===== src/rtl/glyph_scan_pipe_pkg.sv =====
// Shared constants and types for the glyph scan pipeline.
package glyph_scan_pipe_pkg;

   localparam int PIPE_LATENCY = 4;
   localparam int GLYPH_COLS   = 3;
   localparam int GLYPH_ROWS   = 5;

   localparam logic [1:0] SPACER_COL       = 2'(GLYPH_COLS);
   localparam logic [2:0] FIRST_SPACER_ROW = 3'(GLYPH_ROWS);

   typedef logic [5:0] rgb222_t;

endpackage


===== src/rtl/glyph_delay_line.sv =====
// Fixed-depth shift register used to keep side-band flags aligned with pixel data.
module glyph_delay_line #(
   parameter int WIDTH = 1,
   parameter int DEPTH = 1
) (
   input  logic             clock,
   input  logic             rst,
   input  logic [WIDTH-1:0] data,
   output logic [WIDTH-1:0] delayed
);

   logic [WIDTH-1:0] taps [DEPTH];

   always_ff @(posedge clock or posedge rst) begin
      if (rst) begin
         for (int i = 0; i < DEPTH; i++) taps[i] <= '0;
      end else begin
         taps[0] <= data;
         for (int i = 1; i < DEPTH; i++) taps[i] <= taps[i-1];
      end
   end

   assign delayed = taps[DEPTH-1];

endmodule


===== src/rtl/glyph_scan_pipe.sv =====
// Maps the VGA active-pixel stream onto glyph store coordinates and renders the returned bit.
// Build option: define GLYPH_BLINK_EN for a 64-frame cursor blink on character cell (0,0).
module glyph_scan_pipe
   import glyph_scan_pipe_pkg::*;
#(
   parameter int      SCALE_X  = 4,
   parameter int      SCALE_Y  = 4,
   parameter int      CELLS_X  = 40,
   parameter int      CELLS_Y  = 15,
   parameter rgb222_t FG_COLOR = 6'b111111,
   parameter rgb222_t BG_COLOR = 6'b000000
) (
   input  logic                       clock,
   input  logic                       rst,
   input  logic                       pix_valid,
   input  logic                       line_start,
   input  logic                       frame_start,
   input  logic                       hsync_in,
   input  logic                       vsync_in,
   output logic [2:0]                 glyph_y,
   output logic [1:0]                 glyph_x,
   input  logic                       glyph_bit,
   output logic [$clog2(CELLS_X)-1:0] cell_col,
   output logic [$clog2(CELLS_Y)-1:0] cell_row,
   output rgb222_t                    rgb_out,
   output logic                       hsync_out,
   output logic                       vsync_out,
   output logic                       active_out
);

   localparam int SXW = (SCALE_X > 1) ? $clog2(SCALE_X) : 1;
   localparam int SYW = (SCALE_Y > 1) ? $clog2(SCALE_Y) : 1;
   localparam int CCW = $clog2(CELLS_X);
   localparam int CRW = $clog2(CELLS_Y);

   localparam logic [SXW-1:0] SX_LAST = SXW'(SCALE_X - 1);
   localparam logic [SYW-1:0] SY_LAST = SYW'(SCALE_Y - 1);
   localparam logic [CCW-1:0] CC_LAST = CCW'(CELLS_X - 1);
   localparam logic [CRW-1:0] CR_LAST = CRW'(CELLS_Y - 1);

   logic [SXW-1:0] sub_x, cur_sub_x, nxt_sub_x;
   logic [1:0]     col, cur_col, nxt_col;
   logic [CCW-1:0] ccol, cur_ccol, nxt_ccol;
   logic [SYW-1:0] sub_y, cur_sub_y, nxt_sub_y;
   logic [2:0]     row, cur_row, nxt_row;
   logic [CRW-1:0] crow, cur_crow, nxt_crow;
   logic           pv_d, line_end, cursor_off, blank_p0;
   logic [1:0]     col_p1;
   logic           hs_p3, vs_p3, vld_p3, blank_p3;

   // Coordinates of the pixel presented this cycle: start pulses zero them immediately.
   always_comb begin
      cur_sub_x = line_start  ? '0 : sub_x;
      cur_col   = line_start  ? '0 : col;
      cur_ccol  = line_start  ? '0 : ccol;
      cur_sub_y = frame_start ? '0 : sub_y;
      cur_row   = frame_start ? '0 : row;
      cur_crow  = frame_start ? '0 : crow;
      line_end  = pv_d & ~pix_valid;

      nxt_sub_x = cur_sub_x;
      nxt_col   = cur_col;
      nxt_ccol  = cur_ccol;
      if (pix_valid) begin
         if (cur_sub_x == SX_LAST) begin
            nxt_sub_x = '0;
            nxt_col   = cur_col + 2'd1;
            if (cur_col == 2'd3 && cur_ccol != CC_LAST) nxt_ccol = cur_ccol + CCW'(1);
         end else begin
            nxt_sub_x = cur_sub_x + SXW'(1);
         end
      end

      nxt_sub_y = cur_sub_y;
      nxt_row   = cur_row;
      nxt_crow  = cur_crow;
      if (!frame_start && line_end) begin
         if (sub_y == SY_LAST) begin
            nxt_sub_y = '0;
            nxt_row   = row + 3'd1;
            if (row == 3'd7 && crow != CR_LAST) nxt_crow = crow + CRW'(1);
         end else begin
            nxt_sub_y = sub_y + SYW'(1);
         end
      end
   end

   always_ff @(posedge clock or posedge rst) begin
      if (rst) begin
         sub_x <= '0;
         col   <= '0;
         ccol  <= '0;
         sub_y <= '0;
         row   <= '0;
         crow  <= '0;
         pv_d  <= 1'b0;
      end else begin
         sub_x <= nxt_sub_x;
         col   <= nxt_col;
         ccol  <= nxt_ccol;
         sub_y <= nxt_sub_y;
         row   <= nxt_row;
         crow  <= nxt_crow;
         pv_d  <= pix_valid;
      end
   end

`ifdef GLYPH_BLINK_EN
   logic [5:0] frame_cnt;
   logic [5:0] frame_idx;

   always_ff @(posedge clock or posedge rst) begin
      if (rst)              frame_cnt <= '0;
      else if (frame_start) frame_cnt <= frame_cnt + 6'd1;
   end

   // The counter already holds the number of frames begun; the current frame is one behind.
   assign frame_idx  = frame_start ? frame_cnt : frame_cnt - 6'd1;
   assign cursor_off = frame_idx[5] && (cur_ccol == '0) && (cur_crow == '0);
`else
   assign cursor_off = 1'b0;
`endif

   assign blank_p0 = (cur_col == SPACER_COL) || (cur_row >= FIRST_SPACER_ROW) || cursor_off;

   // Stage 1: row select and cell indices to the store
   always_ff @(posedge clock or posedge rst) begin
      if (rst) begin
         glyph_y  <= '0;
         cell_col <= '0;
         cell_row <= '0;
         col_p1   <= '0;
      end else begin
         glyph_y  <= cur_row;
         cell_col <= cur_ccol;
         cell_row <= cur_crow;
         col_p1   <= cur_col;
      end
   end

   // Stage 2: column select, one cycle behind the row
   always_ff @(posedge clock or posedge rst) begin
      if (rst) glyph_x <= '0;
      else     glyph_x <= col_p1;
   end

   glyph_delay_line #(
      .WIDTH (4),
      .DEPTH (PIPE_LATENCY - 1)
   ) u_align (
      .clock   (clock),
      .rst     (rst),
      .data    ({hsync_in, vsync_in, pix_valid, blank_p0}),
      .delayed ({hs_p3, vs_p3, vld_p3, blank_p3})
   );

   // Stage 4: colour select against the returned glyph bit
   always_ff @(posedge clock or posedge rst) begin
      if (rst) begin
         rgb_out    <= BG_COLOR;
         hsync_out  <= 1'b0;
         vsync_out  <= 1'b0;
         active_out <= 1'b0;
      end else begin
         rgb_out    <= (vld_p3 && !blank_p3 && glyph_bit) ? FG_COLOR : BG_COLOR;
         hsync_out  <= hs_p3;
         vsync_out  <= vs_p3;
         active_out <= vld_p3;
      end
   end

endmodule

===== config.mk =====
export PLATFORM = sky130hd
export DESIGN_NAME = glyph_scan_pipe
export DESIGN_NICKNAME = d
export VERILOG_FILES = /design/src/rtl/glyph_scan_pipe_pkg.sv /design/src/rtl/glyph_delay_line.sv /design/src/rtl/glyph_scan_pipe.sv
export SDC_FILE = /design/constraint.sdc
export NUM_CORES = 1
export LEC_CHECK = 0
export BUFFER_PORTS_ARGS = -buffer_cell sky130_fd_sc_hd__buf_2
export CAP_MARGIN = 0
export CORE_UTILIZATION = 45
export DETAILED_ROUTE_END_ITERATION = 16
export PLACE_DENSITY_LB_ADDON = 0.1
export SYNTH_ARGS = -nofsm -noshare
export SYNTH_HDL_FRONTEND = slang
export SYNTH_SLANG_ARGS = --single-unit

===== constraint.sdc =====
create_clock -name clock -period 1.4 [get_ports clock]
set_input_delay 0 -clock clock [delete_from_list [all_inputs] [get_ports clock]]
set_output_delay 0 -clock clock [all_outputs]
set_load 0.005 [all_outputs]

Word level (Yosys, flattened, before mapping)
Index checks and enable logic that the tools add are counted.
- flip-flop bits (word level): 58
- input bits: 8
- output and inout port bits: 24
- logic and storage cells: 64
- add/subtract/negate cells: 6
- magnitude comparators: 1
- eq/ne operators: 6
- multiplexer cells: 21
- bitwise logic cells: 2
- reduce and logical (&&, ||, !) cells: 9
- operators by type and width (operator ; number):
    6-bit two-way mux ; 5
    2-bit two-way mux ; 9
    4-bit two-way mux ; 4
    3-bit two-way mux ; 3
    2-bit by 1-bit adder with 2-bit output, second input constant ; 3
    6-bit by 1-bit adder with 6-bit output, second input constant ; 1
    2-bit == test, second input constant ; 3
    6-bit != test, second input constant ; 1
    1-bit logical AND ; 5
    4-bit by 1-bit adder with 4-bit output, second input constant ; 1
    4-bit != test, second input constant ; 1
    3-bit by 1-bit adder with 3-bit output, second input constant ; 1
    3-bit == test, second input constant ; 1
    3-bit greater-or-equal comparator, second input constant ; 1
    1-bit zero test ; 2
    2-bit nonzero test ; 1
    1-bit AND ; 1
    1-bit logical OR ; 1
    1-bit NOT ; 1

Longest topological paths before layout
Gate-level depths: netlist of run 1.
- word-level depth: 6
- depth in mapped cells: 6
- gate-level depth less buffers: 6

Cells and area by module
Synthesis of run 1 repeated with hierarchy kept, for this count alone.
- cells, all modules: 148
- area, all modules: 2075.7 sq um
- modules (own cells, without submodules) (module ; times used ; cells an instance ; area each (sq um) ; sequential area each (sq um)):
    glyph_scan_pipe ; 1 ; 131 ; 1741.7 ; 1026.0
    glyph_delay_line ; 1 ; 17 ; 334.1 ; 300.3

Least setup slack after synthesis of run 1
OpenSTA, ideal clock, no wires.
- path type: register -> register
- start point: register ccol[1]
- end point: register ccol[1]
- arrival time: 1.346 ns
- setup slack: -0.071 ns
- cell stages (with the launch flop): 7
- buffers on the path: 0
- clock period less this slack: 1.471 ns
- cells stage by stage: dfrtp_1 nor2b_1 ha_1 nand2_1 nor4_4 nor2_2 mux2_4
- word-level cells in the longest chain between the ends: 6
- elaborated cells between the ends (all ways): 7
- classes of those cells: add/sub (1); eq/ne (1); mux (4); reduce/logical (1)
- ends and longest elaborated chain (item ; line ; text):
    start, declared ; glyph_scan_pipe.sv:43 ; logic [CCW-1:0] ccol, cur_ccol, nxt_ccol;
    start signal, assigned ; glyph_scan_pipe.sv:100 ; ccol <= nxt_ccol;
    6-bit two-way mux (*) ; glyph_scan_pipe.sv:55 ; cur_ccol = line_start ? '0 : ccol;
    named net cur_ccol[1] ; glyph_scan_pipe.sv:43 ;
    branches (longest 4 deep; another with 6-bit by 1-bit adder with 6-bit output) ; -- ;
    6-bit two-way mux (*) ; glyph_scan_pipe.sv:64 ; if (pix_valid) begin
    named net nxt_ccol[1] ; glyph_scan_pipe.sv:43 ;
Mark *: on every way through the listed nets, which the timed path passes.
A chain may end at the register's enable or synchronous reset.

Worst setup path after layout of run 1
- start point: register row[0]
- end point: register crow[1]
- word-level cells in the longest chain between the ends: 5
- ends and longest elaborated chain (item ; line ; text):
    start, declared ; glyph_scan_pipe.sv:45 ; logic [2:0] row, cur_row, nxt_row;
    start signal, assigned ; glyph_scan_pipe.sv:102 ; row <= nxt_row;
    3-bit == test ; glyph_scan_pipe.sv:81 ; if (row == 3'd7 && crow != CR_LAST) nxt_crow = crow + CRW'(1);
    1-bit logical AND ; glyph_scan_pipe.sv:81 ;
    4-bit two-way mux ; glyph_scan_pipe.sv:81 ;
    4-bit two-way mux ; glyph_scan_pipe.sv:78 ; if (sub_y == SY_LAST) begin
    4-bit two-way mux ; glyph_scan_pipe.sv:77 ; if (!frame_start && line_end) begin
    named net nxt_crow[1] ; glyph_scan_pipe.sv:46 ; logic [CRW-1:0] crow, cur_crow, nxt_crow;
    end signal, assigned ; glyph_scan_pipe.sv:103 ; crow <= nxt_crow;
    end, declared ; glyph_scan_pipe.sv:46 ;
The timed path passes the listed nets, and every way through them passes these cells.

==> results of run 1 <==
==> worst max-delay path, cell delays in order, from the launching register on <==
cell and delay (ps):
dfrtp_1 370, ha_2 190, ha_4 130, nand4b_4 130, a31oi_4 210, mux2_4 310
==> kinds of logic after synthesis <==
family | Yosys count | synth area share (%)
DFF | 52 | 65.9
and+or+nand+nor | 48 | 15.2
buffers and inverters | 12 | 3.30
AOI/OAI and AO/OA | 10 | 3.42
xor gates and xnor gates | 8 | 3.55
adders and majority gates | 8 | 5.07
muxes | 6 | 3.49
==> registers in the layout, summed over array words and instances, names as in the netlist <==
name	cells
glyph_x	2
ccol	6
col	2
col_p1	2
sub_x	2
cell_row	4
crow	4
active_out	1
row	3
u_align.taps	8
vsync_out	1
hsync_out	1
u_align.delayed	4
cell_col	6
glyph_y	3
rgb_out	1
sub_y	2
==> power by group through the flow <==
stage	Sequential [mW]	Combinational (mW)	Clock, mW
detailed placement	1.58	0.118	0
global placement	1.57	0.114	0
CTS	1.55	0.130	0.915
global route	1.55	0.149	0.979
floorplan	1.57	0.0742	0
finish	1.55	0.129	0.876
==> synth_stat cells (all sizes together) <==
library cell / count / area share [%]
xor2: 5 / 2.2
mux2: 4 / 2.5
nor2b: 8 / 2.5
a21oi: 3 / 0.76
nand2: 7 / 1.3
nand2b: 3 / 1.3
nand3: 5 / 1.3
xnor2: 3 / 1.3
clkbuf: 1 / 0.19
inv: 5 / 0.95
o41ai: 2 / 0.89
ha: 8 / 5.1
a21boi: 1 / 0.38
a31oi: 1 / 0.63
nor3: 3 / 0.76
buf: 6 / 2.2
o21ai: 3 / 0.76
nand4: 2 / 0.63
and2b: 8 / 3.0
nand4b: 1 / 1.2
nor2: 10 / 2.0
mux2i: 2 / 1.0
dfrtp: 52 / 66
nor4: 1 / 1.1
==> area by class of cell <==
class / instances / share of cell area [%]
Inverter: 5 / 0.744
Sequential cell: 52 / 51.6
Timing Repair Buffer: 53 / 13.8
Multi-Input combinational cell: 80 / 27.7
Clock inverter: 3 / 0.992
Tap cell: 50 / 2.48
Clock buffer: 5 / 2.73
==> metal layers <==
metal / up-vias / wire length (microns)
met5: - / 0
met4: 0 / 44
met3: 4 / 107
met2: 27 / 1590
met1: 584 / 1570
li1: 575 / -
==> through the flow <==
step	cell area, sq um	power [mW]	std cells
2_1_floorplan	2010	1.65	144
3_3_place_gp	2290	1.69	231
3_5_place_dp	2290	1.69	231
4_1_cts	2480	2.59	247
5_1_grt	2520	2.68	248
6_report	2520	2.55	248
==> worst max path at each step <==
stage                     depth (start not counted)                 to  slack, ps
final                                             5  crow[1]$_DFF_PP0_        -60
after global routing                              5  crow[1]$_DFF_PP0_       -140
after floorplan                                   5  crow[1]$_DFF_PP0_        -30
after global placement                            5  crow[1]$_DFF_PP0_         20
after detailed placement                          6  ccol[1]$_DFF_PP0_        -60
after CTS                                         6  ccol[1]$_DFF_PP0_        -80
==> what timing repair did <==
action,in CTS,in global routing
pin swaps,3,5
hold buffers,5,0
hold endpoints to repair,57,0
buffers inserted,3,1
resized for setup,5,9
endpoints found under the setup margin,5,11
==> flow_summary.json, run 1 <==
{
  "die_height_microns": 68.2,
  "synth_cells": 144,
  "grt_util_met2_pct": 25.0,
  "p_seq_share_pct": 60.6,
  "setup.worst_path.end_class": "flip-flop",
  "fmax_ghz": 0.687,
  "place_congestion": 0.830,
  "tns_ps": -175,
  "p_leak_nw": 1.36,
  "ys_types": 29,
  "startpoint": "row[0]$_DFF_PP0_",
  "fin_util_pct": 61.3,
  "io_buffers": 31,
  "critPathKind": "reg2reg",
  "clockBufferDepth": 2,
  "outcome": "complete, but fails checks",
  "fin_nets": 213,
  "clk_latency_ps": 310,
  "vias": 1190,
  "rows": 23,
  "drive_above_1_share_pct": 40.9,
  "regArea_sq_mm": 0.00130,
  "finalMaxSlewViolations": 0,
  "io_pins": 32,
  "reg2reg_from": "row[0]$_DFF_PP0_",
  "crit_fanout": 2,
  "cts_tree": "yes",
  "cts.clk_slew.worst_paths_ps": 90,
  "synth.cell_area_sq_mm": 0.00197,
  "setup_violations": 4,
  "numCtsBuffers": 5,
  "yosysWarnings": 0,
  "track_usage_pct": 16.6,
  "fin_crit_ps": 1460,
  "wl_per_cell_microns": 13.3,
  "post-place-ws_ps": -60.6,
  "synth_seq_cells": 52,
  "min_path_type": "in2reg",
  "overflow": 0,
  "layout_commonest_cell": "dfrtp_1",
  "p_per_area_mw_per_mm2": 1010,
  "worstPathArrival_ps": 1650,
  "reg2reg_slack_ps": -60,
  "h-tree-depth": 2,
  "drc_errors": 0,
  "finalHoldViolations": 0,
  "syn-num-nets": 160,
  "dr.first_iter.drc_count": 38,
  "layout_common_cells": "dfrtp_1, buf_2, buf_4",
  "cp.required_ps": 1590,
  "die-area_sq_mm": 0.00465,
  "syn_avg_cell_area_sq_um": 13.7,
  "multi_input_area_sq_um": 698,
  "root_buffer": "clkbuf_8",
  "vdd_drop_max_v": 0.000493,
  "core_area_sq_mm": 0.00412,
  "die_w_microns": 68.2,
  "rsz0062_at_grt": "yes",
  "n_antenna_cell": 0,
  "grt_max_degree": 53,
  "first_pass_iters": 6,
  "antenna_found_initial": 0,
  "min_from": "frame_start",
  "min_to": "glyph_y[1]$_DFF_PP0_",
  "intPower_mw": 1.96,
  "whs_ps": 63.8,
  "max_slew_margin_pct": 80.3,
  "grt_first_pass_wirelength_microns": 5440,
  "worst_pin_slew_ps": 296,
  "met1_usage_pct": 21.3,
  "switching_share_pct": 23.3,
  "avgViaCountPerCell": 4.80,
  "clock_sinks": 52,
  "start_util_pct": 47.9,
  "power_frac_clock_pct": 34.3,
  "seq_area_frac_synth_pct": 65.9,
  "reg2reg_depth": 5,
  "period_share_pct": 104,
  "critPathLaunchType": "flip-flop",
  "use_met3_pct": 5.00,
  "busiest_layer": "met2",
  "p_switching_mw": 0.596,
  "rr_endpoint": "crow[1]$_DFF_PP0_",
  "p_comb_share_pct": 5.0,
  "finalWorstSetupSlack_ps": -56.3,
  "synthToLayoutAreaGrowth_pct": 27.9,
  "route.antenna.remaining_nets": 0,
  "violations": "negative setup slack",
  "dp_hpwl_microns": 2170,
  "holdPathStages": 2,
  "clock_skew_ps": 8.65,
  "grt_pass1_vias": 1199,
  "fill_cells": 344,
  "cap_violations": 0,
  "drt_wl_total_microns": 3310
}
No activity file was read; power rests on OpenSTA's default activity.
==> run 2: changes to the inputs <==
--- a/config.mk
+++ b/config.mk
@@ -10,6 +10,7 @@
 export CORE_UTILIZATION = 45
 export DETAILED_ROUTE_END_ITERATION = 16
 export PLACE_DENSITY_LB_ADDON = 0.1
+export SETUP_SLACK_MARGIN = 0.2
 export SYNTH_ARGS = -nofsm -noshare
 export SYNTH_HDL_FRONTEND = slang
 export SYNTH_SLANG_ARGS = --single-unit
==> flow_summary.json, run 2 (synthesis results as in run 1) <==
{
  "outcome": "complete, but fails checks",
  "violations": "negative setup slack",
  "vias": 1233,
  "finalWorstSetupSlack_ps": -100,
  "vdd_drop_max_v": 0.000665,
  "switching_share_pct": 22.1,
  "drive_above_1_share_pct": 45.2,
  "h-tree-depth": 2,
  "fin_crit_ps": 1500,
  "cap_violations": 0,
  "start_util_pct": 47.9,
  "period_share_pct": 107,
  "place_area_sq_mm": 0.00229,
  "grt_first_pass_wirelength_microns": 5980,
  "crit_buf_inv": 0,
  "largest_reg_flops": 8,
  "min_path_type": "in2reg",
  "numCtsBuffers": 5,
  "drc_errors": 0,
  "grt_util_met2_pct": 31.0,
  "slowest_stage": "dfrtp_1",
  "path_delay_family": "simple AND/OR/NAND/NOR gates",
  "synthToLayoutAreaGrowth_pct": 32.1,
  "intPower_mw": 2.00,
  "post-place-ws_ps": -77.2,
  "crit_chain": "and2b_1, ha_2, nand2_4, nor4_4, nor2_2, mux2_4",
  "p_leak_nw": 1.40,
  "setup.worst_path.end_class": "flip-flop",
  "route.antenna.remaining_nets": 0,
  "die_w_microns": 68.2,
  "grt_max_degree": 30,
  "worst_pin_slew_ps": 534,
  "first_pass_iters": 4,
  "antenna_found_initial": 0,
  "met1_usage_pct": 21.6,
  "critPathLaunchType": "flip-flop",
  "io_pins": 32,
  "crit_fanout": 2,
  "max_slew_margin_pct": 64.3,
  "die-area_sq_mm": 0.00465,
  "clock_sinks": 52,
  "grt_pass1_vias": 1279,
  "clock_skew_ps": 6.58,
  "largest_register": "u_align.taps",
  "fill_cells": 337,
  "die_height_microns": 68.2,
  "busiest_layer": "met2",
  "layout_common_cells": "dfrtp_1, buf_2, buf_4",
  "critPathKind": "reg2reg",
  "critPathMaxStageDelay_ps": 350,
  "p_comb_share_pct": 5.7,
  "rsz0062_at_grt": "yes",
  "setup_violations": 5,
  "clk_latency_ps": 300,
  "cts_tree": "yes",
  "wl_per_cell_microns": 14.3,
  "overflow": 0,
  "place_congestion": 0.779,
  "fmax_ghz": 0.667,
  "drt_wl_total_microns": 3560,
  "finalHoldViolations": 0,
  "fin_util_pct": 63.3,
  "use_met3_pct": 4.17,
  "cp.required_ps": 1590,
  "p_switching_mw": 0.567,
  "core_area_sq_mm": 0.00412,
  "layout_commonest_cell": "dfrtp_1",
  "n_antenna_cell": 0,
  "avgViaCountPerCell": 4.95,
  "clockBufferDepth": 2,
  "cts.clk_slew.worst_paths_ps": 90,
  "worstPathArrival_ps": 1690,
  "io_buffers": 31,
  "largest_registers": "u_align.taps (8), ccol (6), cell_col (6)",
  "track_usage_pct": 18.4,
  "finalMaxSlewViolations": 0,
  "p_seq_share_pct": 60.2,
  "dp_hpwl_microns": 2250,
  "p_per_area_mw_per_mm2": 986,
  "fin_area_sq_mm": 0.00261,
  "rows": 23,
  "power_frac_clock_pct": 34.1,
  "root_buffer": "clkbuf_8",
  "fin_nets": 214,
  "dr.first_iter.drc_count": 39
}
[run 2: timing repair]
item,CTS,global route
endpoints found under the hold margin,27,0
buffers inserted,3,3
pin swaps,9,4
gates resized for setup,19,10
hold buffers,5,0
endpoints found under the setup margin,14,13
[run 2: worst paths after layout]
path | start | to | slack [ps] | cells after the start
max | ccol[0]$_DFF_PP0_ | ccol[1]$_DFF_PP0_ | -100 | 6
min | pix_valid | sub_x[0]$_DFF_PP0_ | 50 | 2
max reg2reg | ccol[0]$_DFF_PP0_ | ccol[1]$_DFF_PP0_ | -100 | 6
min reg2reg | u_align.taps[6]$_DFF_PP0_ | u_align.delayed[2]$_DFF_PP0_ | 350 | 0
max in group asynchronous | rst | u_align.delayed[1]$_DFF_PP0_ | 610 | 4
min in group asynchronous | rst | rgb_out[4]$_DFF_PP0_ | 280 | 3
[run 2: routing by layer]
metal | vias up | share of wire, %
met3 | 8 | 4.0
met5 | - | 0
met4 | 0 | 1.5
met2 | 29 | 52
met1 | 613 | 42
li1 | 583 | -
[run 2: power groups by stage]
stage | Sequential, mW | Clock [mW] | Combinational, mW
after floorplan | 1.57 | 0 | 0.0761
after global placement | 1.57 | 0 | 0.114
after detailed placement | 1.58 | 0 | 0.120
after CTS | 1.55 | 0.899 | 0.142
after global routing | 1.55 | 0.973 | 0.165
final | 1.55 | 0.877 | 0.147
[run 2: worst register-to-register path, stage by stage, from the launching register on]
cell     delay (ps)
dfrtp_1         350
and2b_1         160
ha_2            210
nand2_4          60
nor4_4          200
nor2_2          100
mux2_4          310
[run 2: through the flow]
step	hold slack [ps]	std cells	setup TNS (ps)	power, mW
after floorplan	31.4	144	-46.6	1.65
after global placement	70.8	230	0	1.69
after detailed placement	75.7	230	-133	1.70
after CTS	15.3	246	-148	2.59
after global routing	69.1	249	-632	2.69
final	52.1	249	-315	2.57
[run 2: final cells by class]
cell class | instances | area [sq um] | share of cell area (%)
clock buffer | 7 | 86.3 | 3.31
clock inverter | 1 | 7.51 | 0.288
inverter | 5 | 22.5 | 0.864
multi-input combinational | 80 | 769 | 29.5
sequential | 52 | 1300 | 49.9
tap | 50 | 62.6 | 2.40
timing repair buffer | 54 | 357 | 13.7
==> run 3: changes to the inputs <==
==> constraint.sdc (replaced) <==
create_clock -name clock -period 1.4 [get_ports clock]
set_input_delay 0.07 -clock clock [delete_from_list [all_inputs] [get_ports clock]]
set_output_delay 0.07 -clock clock [all_outputs]
set_load 0.005 [all_outputs]
==> flow_summary.json, run 3 (synthesis results as in run 1) <==
{
  "outcome": "complete, but fails checks",
  "violations": "negative setup slack",
  "p_seq_share_pct": 60.4,
  "p_comb_share_pct": 6.2,
  "switching_share_pct": 21.6,
  "rows": 23,
  "clock_skew_ps": 3.19,
  "wl_per_cell_microns": 14.1,
  "grt_pass1_vias": 1302,
  "fin_crit_ps": 1480,
  "p_per_area_mw_per_mm2": 942,
  "setup_violations": 7,
  "grt_max_degree": 24,
  "start_util_pct": 47.9,
  "clockBufferDepth": 2,
  "finalHoldViolations": 0,
  "synthToLayoutAreaGrowth_pct": 37.5,
  "io_pins": 32,
  "die-area_sq_mm": 0.00465,
  "drc_errors": 0,
  "worstPathArrival_ps": 1670,
  "largest_register": "u_align.taps",
  "p_leak_nw": 1.47,
  "min_path_type": "in2reg",
  "vdd_drop_max_v": 0.000630,
  "largest_reg_flops": 8,
  "critPathMaxStageDelay_ps": 410,
  "crit_chain": "and2b_2, ha_4, nand2_4, nor4_4, nor2_2, mux2_4",
  "cap_violations": 0,
  "layout_common_cells": "dfrtp_1, buf_2, buf_4",
  "overflow": 0,
  "dr.first_iter.drc_count": 31,
  "h-tree-depth": 2,
  "worst_pin_slew_ps": 490,
  "grt_first_pass_wirelength_microns": 5840,
  "finalMaxSlewViolations": 0,
  "layout_commonest_cell": "dfrtp_1",
  "cp.required_ps": 1590,
  "largest_registers": "u_align.taps (8), ccol (6), cell_col (6)",
  "drt_wl_total_microns": 3640,
  "antenna_found_initial": 0,
  "route.antenna.remaining_nets": 0,
  "setup.worst_path.end_class": "flip-flop",
  "io_buffers": 31,
  "p_switching_mw": 0.552,
  "fin_area_sq_mm": 0.00271,
  "reg2reg_from": "ccol[0]$_DFF_PP0_",
  "n_antenna_cell": 0,
  "drive_above_1_share_pct": 49.3,
  "fill_cells": 299,
  "root_buffer": "clkbuf_8",
  "finalWorstSetupSlack_ps": -84.5,
  "place_congestion": 0.835,
  "power_frac_clock_pct": 33.4,
  "core_area_sq_mm": 0.00412,
  "clock_sinks": 52,
  "rsz0062_at_grt": "yes",
  "dp_hpwl_microns": 2340,
  "place_area_sq_mm": 0.00232,
  "cts.clk_slew.worst_paths_ps": 90,
  "clk_latency_ps": 290,
  "die_height_microns": 68.2,
  "vias": 1228,
  "avgViaCountPerCell": 4.78,
  "fmax_ghz": 0.674,
  "max_slew_margin_pct": 67.3,
  "crit_fanout": 2,
  "tns_ps": -319,
  "track_usage_pct": 18.0,
  "startpoint": "ccol[0]$_DFF_PP0_",
  "fin_nets": 222,
  "critPathLaunchType": "flip-flop",
  "fin_util_pct": 65.9,
  "min_from": "pix_valid",
  "intPower_mw": 2.00,
  "slowest_stage": "dfrtp_1",
  "period_share_pct": 106,
  "cts_tree": "yes",
  "first_pass_iters": 4,
  "die_w_microns": 68.2,
  "critPathKind": "reg2reg",
  "numCtsBuffers": 5
}
==> run 3: area by class of cell <==
cell class | instances | area [sq um] | area share (%)
inverters | 5 | 22.5 | 0.830
clock buffers | 6 | 82.6 | 3.04
repair buffers | 62 | 432 | 15.9
well taps | 50 | 62.6 | 2.31
clock inverters | 2 | 10.0 | 0.369
flip-flops and latches | 52 | 1300 | 47.9
multi-input cells | 80 | 803 | 29.6
==> run 3: routing by layer <==
layer,routed length [microns],GRT usage [%],vias up
met1,1520,19.6,602
met2,1960,31.4,27
li1,-,-,593
met5,0,0,-
met4,55,9.38,0
met3,104,5.17,6
==> run 3: worst max-delay path: cells and delay by family, from the launching register on <==
| family | cells | cell delay (ps) |
|---|---|---|
| flip-flops | 1 | 410 |
| adder cells (fa/ha/maj) | 1 | 180 |
| multiplexers | 1 | 320 |
| AND/OR/NAND/NOR | 4 | 470 |
==> run 3: timing repair <==
item,CTS,global route
hold endpoints to repair,24,0
resized for setup,27,11
setup buffers,8,3
pin swaps,10,10
endpoints found under the setup margin,14,14
hold buffers,5,0
==> run 3: path summary, 6_finish.rpt <==
kind,cells after the start,slack (ps),end
setup / recovery,6,-80,ccol[1]$_DFF_PP0_
hold / removal,2,110,sub_x[0]$_DFF_PP0_
setup reg to reg,6,-80,ccol[1]$_DFF_PP0_
hold reg to reg,0,350,u_align.taps[6]$_DFF_PP0_
max in group asynchronous,4,570,sub_x[1]$_DFF_PP0_
min in group asynchronous,3,340,u_align.delayed[0]$_DFF_PP0_
==> run 3: per-stage QoR <==
stage          setup slack, ps  power (mW)  instances  hold WS, ps
2_1_floorplan            -29.1        1.65        144          101
3_3_place_gp              5.74        1.70        233          113
3_5_place_dp             -77.4        1.70        233          123
4_1_cts                  -88.4        2.59        254         85.9
5_1_grt                   -120        2.68        257          118
6_report                 -84.5        2.56        257          111
==> run 3: power groups by stage <==
stage | Clock [mW] | Combinational (mW) | Sequential (mW)
final | 0.853 | 0.159 | 1.55
after global routing | 0.945 | 0.180 | 1.55
after CTS | 0.888 | 0.154 | 1.55
after detailed placement | 0 | 0.128 | 1.58
after global placement | 0 | 0.122 | 1.57
after floorplan | 0 | 0.0761 | 1.57
